[config.mk]
export PLATFORM = sky130hd
export DESIGN_NAME = image_row_server
export DESIGN_NICKNAME = d
export VERILOG_FILES = /design/src/rtl/image_row_server_pkg.sv /design/src/rtl/image_row_server_row_assembler.sv /design/src/rtl/image_row_server.sv
export SDC_FILE = /design/constraint.sdc
export NUM_CORES = 2
export LEC_CHECK = 0
export ABC_AREA = 1
export BUFFER_PORTS_ARGS = -buffer_cell sky130_fd_sc_hd__buf_2
export CORE_UTILIZATION = 26
export DETAILED_ROUTE_END_ITERATION = 8
export SYNTH_ARGS = -nofsm -noshare
export SYNTH_HDL_FRONTEND = slang
export SYNTH_HIERARCHICAL = 1
export SYNTH_SLANG_ARGS = --single-unit
[constraint.sdc]
create_clock -name clk -period 162.2 [get_ports clk]
set_clock_uncertainty 0.1 [all_clocks]
set_input_delay 0 -clock clk [delete_from_list [all_inputs] [get_ports clk]]
set_output_delay 0 -clock clk [all_outputs]
set_load 0.02 [all_outputs]
[src/rtl/image_row_server_pkg.sv]
// Shared interpolation constants and the row-server state encoding.
// subpixel_interpolation imports this package as well.
package image_row_server_pkg;

  localparam int PIX_W    = 8;
  localparam int ROW_PIX  = 15;
  localparam int NUM_ROWS = 15;
  localparam int ROW_W    = PIX_W * ROW_PIX;

  typedef enum logic {
    ST_LOAD  = 1'b0,
    ST_SERVE = 1'b1
  } state_e;

endpackage

[src/rtl/image_row_server_row_assembler.sv]
// Gathers raster-order samples into a row and strobes commit on the last column.
// row_o already carries the current sample so the commit edge stores a complete row.
module row_assembler #(
  parameter int PIX_W   = image_row_server_pkg::PIX_W,
  parameter int ROW_PIX = image_row_server_pkg::ROW_PIX
) (
  input  logic                     clk,
  input  logic                     rst,
  input  logic                     clear_i,
  input  logic                     accept_i,
  input  logic [PIX_W-1:0]         pix_i,
  output logic [PIX_W*ROW_PIX-1:0] row_o,
  output logic                     commit_o
);
  localparam int COL_W = (ROW_PIX > 1) ? $clog2(ROW_PIX) : 1;

  logic [COL_W-1:0] col_q, col_d;
  logic [PIX_W-1:0] stage_q [ROW_PIX];
  logic             last_col;

  assign last_col = (col_q == COL_W'(ROW_PIX - 1));
  assign commit_o = accept_i && last_col;

  always_comb begin
    col_d = col_q;
    if (clear_i) begin
      col_d = '0;
    end else if (accept_i) begin
      col_d = last_col ? '0 : col_q + 1'b1;
    end
  end

  always_ff @(posedge clk or posedge rst) begin
    if (rst) begin
      col_q <= '0;
    end else begin
      col_q <= col_d;
    end
  end

  generate
    for (genvar gi = 0; gi < ROW_PIX; gi++) begin : g_lane
      always_ff @(posedge clk or posedge rst) begin
        if (rst) begin
          stage_q[gi] <= '0;
        end else if (accept_i && (col_q == COL_W'(gi))) begin
          stage_q[gi] <= pix_i;
        end
      end
      assign row_o[gi*PIX_W +: PIX_W] = (col_q == COL_W'(gi)) ? pix_i : stage_q[gi];
    end
  endgenerate

endmodule

[src/rtl/image_row_server.sv]
// Loads one image tile row by row, then serves any stored row combinationally.
// Storage only changes on a row commit, so partly loaded rows never appear on in_row.
module image_row_server #(
  parameter int PIX_W    = image_row_server_pkg::PIX_W,
  parameter int ROW_PIX  = image_row_server_pkg::ROW_PIX,
  parameter int NUM_ROWS = image_row_server_pkg::NUM_ROWS
) (
  input  logic                     clk,
  input  logic                     rst,
  input  logic                     pix_valid,
  input  logic [PIX_W-1:0]         pix_data,
  output logic                     pix_ready,
  input  logic                     reload,
  input  logic [7:0]               next_row,
  output logic [PIX_W*ROW_PIX-1:0] in_row,
  output logic                     row_err,
  output logic                     frame_loaded,
  output logic                     interp_rst_n
);
  import image_row_server_pkg::*;

  localparam int ROW_BITS  = PIX_W * ROW_PIX;
  localparam int ROW_CNT_W = (NUM_ROWS > 1) ? $clog2(NUM_ROWS) : 1;

  state_e                state_q, state_d;
  logic [ROW_CNT_W-1:0]  row_cnt_q, row_cnt_d;
  logic                  frame_loaded_q, frame_loaded_d;
  logic                  interp_rst_n_q;
  logic [ROW_BITS-1:0]   storage_q [NUM_ROWS];
  logic [ROW_BITS-1:0]   asm_row;
  logic                  commit;
  logic                  accept;

  assign pix_ready    = (state_q == ST_LOAD);
  // A reload in the same cycle as a transfer drops the sample.
  assign accept       = pix_valid && pix_ready && !reload;
  assign frame_loaded = frame_loaded_q;
  assign interp_rst_n = interp_rst_n_q;

  row_assembler #(
    .PIX_W   (PIX_W),
    .ROW_PIX (ROW_PIX)
  ) u_row_assembler (
    .clk      (clk),
    .rst      (rst),
    .clear_i  (reload),
    .accept_i (accept),
    .pix_i    (pix_data),
    .row_o    (asm_row),
    .commit_o (commit)
  );

  always_comb begin
    state_d        = state_q;
    row_cnt_d      = row_cnt_q;
    frame_loaded_d = frame_loaded_q;
    if (reload) begin
      state_d        = ST_LOAD;
      row_cnt_d      = '0;
      frame_loaded_d = 1'b0;
    end else if (commit) begin
      if (row_cnt_q == ROW_CNT_W'(NUM_ROWS - 1)) begin
        state_d        = ST_SERVE;
        row_cnt_d      = '0;
        frame_loaded_d = 1'b1;
      end else begin
        row_cnt_d = row_cnt_q + 1'b1;
      end
    end
  end

  always_ff @(posedge clk or posedge rst) begin
    if (rst) begin
      state_q        <= ST_LOAD;
      row_cnt_q      <= '0;
      frame_loaded_q <= 1'b0;
      interp_rst_n_q <= 1'b0;
    end else begin
      state_q        <= state_d;
      row_cnt_q      <= row_cnt_d;
      frame_loaded_q <= frame_loaded_d;
      interp_rst_n_q <= frame_loaded_q;
    end
  end

  generate
    for (genvar gi = 0; gi < NUM_ROWS; gi++) begin : g_row
      always_ff @(posedge clk or posedge rst) begin
        if (rst) begin
          storage_q[gi] <= '0;
        end else if (commit && (row_cnt_q == ROW_CNT_W'(gi))) begin
          storage_q[gi] <= asm_row;
        end
      end
    end
  endgenerate

  always_comb begin
    in_row  = '0;
    row_err = (int'(next_row) >= NUM_ROWS);
    for (int r = 0; r < NUM_ROWS; r++) begin
      if (int'(next_row) == r) begin
        in_row = storage_q[r];
      end
    end
  end

endmodule

==> reports/qor.yml <==
worstPathArrival_ns: 5.70
io_buffers: 143
cp.required_ns: 162.78
die_w_um: 570
avgSynthCellArea_um2: 8.22
yosysSeqAreaShare_pct: 57.7
tightest_slew_ns: 1.24
p_per_area_nw_per_um2: 10.3
final_cell_mix: "3,062 x nand2_1, 1,930 x dfrtp_1, 1,710 x o21ai_0, 946 x nor2_1, 529 x inv_1"
hold_violations: 0
final_common_cell: "nand2_1"
ir_drop_v: 0.0000119
tns_ns: 0
htreeDepth: 4
vias_per_cell: 4.65
synth_compound_area_share_pct: 12.5
syn-cell-area_um2: 83800
cp_max_fo: 94
slew_headroom_pct: 17.1
fillerInstances: 34139
leakage_uw: 0.0411
routed_wl_um: 249000
synthCells: 10194
synth_xor_xnor_area_share_pct: 0
start_kind: "register"
fin_area_um2: 94500
multi_input_area_um2: 30400
ys_types: 25
rows: 208
regArea_um2: 48300
tritoncts: "done"
nets: 9886
yosysTopAreaCellShare_pct: 57.7
cp-end-kind: "register"
ios: 144
wl_per_cell_um: 17.3
ys_top_cells_by_area: "dfrtp_1 58%, nand2_1 14%, o21ai_0 10%"
final_cell_count_no_fill: 14340
hold_path_class: "input pin to register"
place_area_um2: 87800
grt_antenna_before_repair: 16
grt.total_usage_pct: 15.3
drive_gt1_share_pct: 6.59
yosys_warnings: 6
cts_resized: 0
gp_congestion: 0.782
path_clk_slew_ns: 0.06
area_growth_pct: 12.9
finalCritPeriodShare_pct: 3.16
period_minus_slack_ns: 5.12
synth_top_family_by_area: "simple AND/OR/NAND/NOR gates"
fin_util_pct: 29.5
synth_nets: 10214
synth_fa_ha_area_share_pct: 0
place_inst: 13959
max_freq_mhz: 195
detail-route-antenna-nets: 0
grt_pass1_wl_um: 390000
die_h_um: 570
num_vias: 66634
synth.area.mux_share_pct: 0
drt_iter0_drc: 6682
drv_cap: 0
ys_seq_elements: 1930
start_util_pct: 26.1
grt_pass1_vias: 63248
setup_viol: 0
yosys.area.top_type: "dfrtp_1"
status: "finished clean"
post-route-drc-count: 0
finalMaxSlewViolations: 0
grt_max_degree: 191
overflow: 0
crit_type: "register to register"
hpwl_um: 140000
die_area_um2: 324000
first_pass_iters: 6
core-area_um2: 321000
cts_buffers: 197
root_buffer: "clkbuf_16"
clkLatencyLatePin_ns: 0.85
regToRegSetupSlack_ns: 157.08
cts.path.max_buffers: 3
rsz0062_at_grt: "no"
clock-sinks: 1930
synthSimpleGateAreaFrac_pct: 23.6
==> sequential cells by signal, indices dropped and copies added (netlist names) <==
register,count
frame_loaded,1
u_row_assembler/col_q,4
storage_q,1800
u_row_assembler/stage_q,120
interp_rst_n,1
row_cnt_q,4
==> routing by layer <==
metal | vias up | GRT usage [%] | part of all wire [%]
met3 | 311 | 2.64 | 6.2
met1 | 32429 | 21.5 | 47
met2 | 1723 | 24.3 | 45
met4 | 10 | 3.35 | 1.9
li1 | 32161 | - | -
met5 | - | 0 | 0.024
==> worst max-delay path, stage by stage, from the launching register on <==
cell and delay, ns:
dfrtp_1 0.38, inv_1 0.08, nand2_1 0.05, nor2_1 0.26, buf_4 0.36, nand3_2 0.30, inv_1 0.48, inv_1 0.16
nor3_1 0.82, nand2_4 0.89, buf_4 0.74, nand2_1 0.17, o21ai_0 0.09
==> repair_timing <==
action / CTS / global route
endpoints found under the hold margin: 324 / 0
hold buffers: 13 / 0
setup buffers: 0 / 0
==> Yosys cell counts <==
master    instances
nand2_1        3068
nand2_2           8
nor2_2            7
dfrtp_1        1930
nor3_2            2
o21ai_0        1710
clkbuf_1        595
or2_0             9
nor2_4            3
buf_6             1
o32ai_1           2
nor3_1            6
inv_1           533
nand3_2           1
buf_2           160
inv_2            12
nor2_1          955
buf_1            21
o21ai_1           6
nand4_1         341
buf_4            10
a21oi_1         363
o22ai_1           1
or2_2            46
nand3_1         404
==> per-stage QoR <==
step	total power, uW	worst slack [ns]	hold WS, ns
6_report	971	157.08	0.111
3_5_place_dp	521	157.06	0.154
3_3_place_gp	521	157.12	0.144
5_1_grt	1000	156.63	0.133
4_1_cts	981	157.05	0.0866
2_1_floorplan	512	111.11	-0.0369
==> cell families (layout without fill, tap and decap cells) <==
kind of cell	count (synthesis)	after routing
buffers and inverters	1332	1166
other	0	7
DFF	1930	1930
and+or+nand+nor	4850	4850
AOI/OAI and AO/OA	2082	2082
==> layout make-up <==
cell class | count | area share, %
multi-input cells | 6932 | 32.2
repair buffers | 260 | 1.85
clock buffers | 314 | 6.40
well taps | 4305 | 5.70
inverters | 545 | 2.21
diodes | 7 | 0.0185
flip-flops and latches | 1930 | 51.1
clock inverters | 47 | 0.560
==> power by group <==
| part | total (uW) | switching (uW) | internal [uW] | leakage, uW |
|---|---|---|---|---|
| Combinational | 27.3 | 24.1 | 3.18 | 0.0110 |
| Sequential | 484 | 0.966 | 483 | 0.0268 |
| Clock | 460 | 196 | 264 | 0.00325 |
| Total | 971 | 221 | 750 | 0.0411 |
==> path summary, 6_finish.rpt <==
path                       cells past startpoint          from              to
min reg2reg                                    0  frame_loaded    interp_rst_n
min in group asynchronous                      4           rst  storage_q[238]
max reg2reg                                   12  frame_loaded  storage_q[764]
max                                           12  frame_loaded  storage_q[764]
max in group asynchronous                      7           rst  storage_q[529]
min                                            5        reload    row_cnt_q[1]
Note: power is estimated with default switching activity, not from simulation.
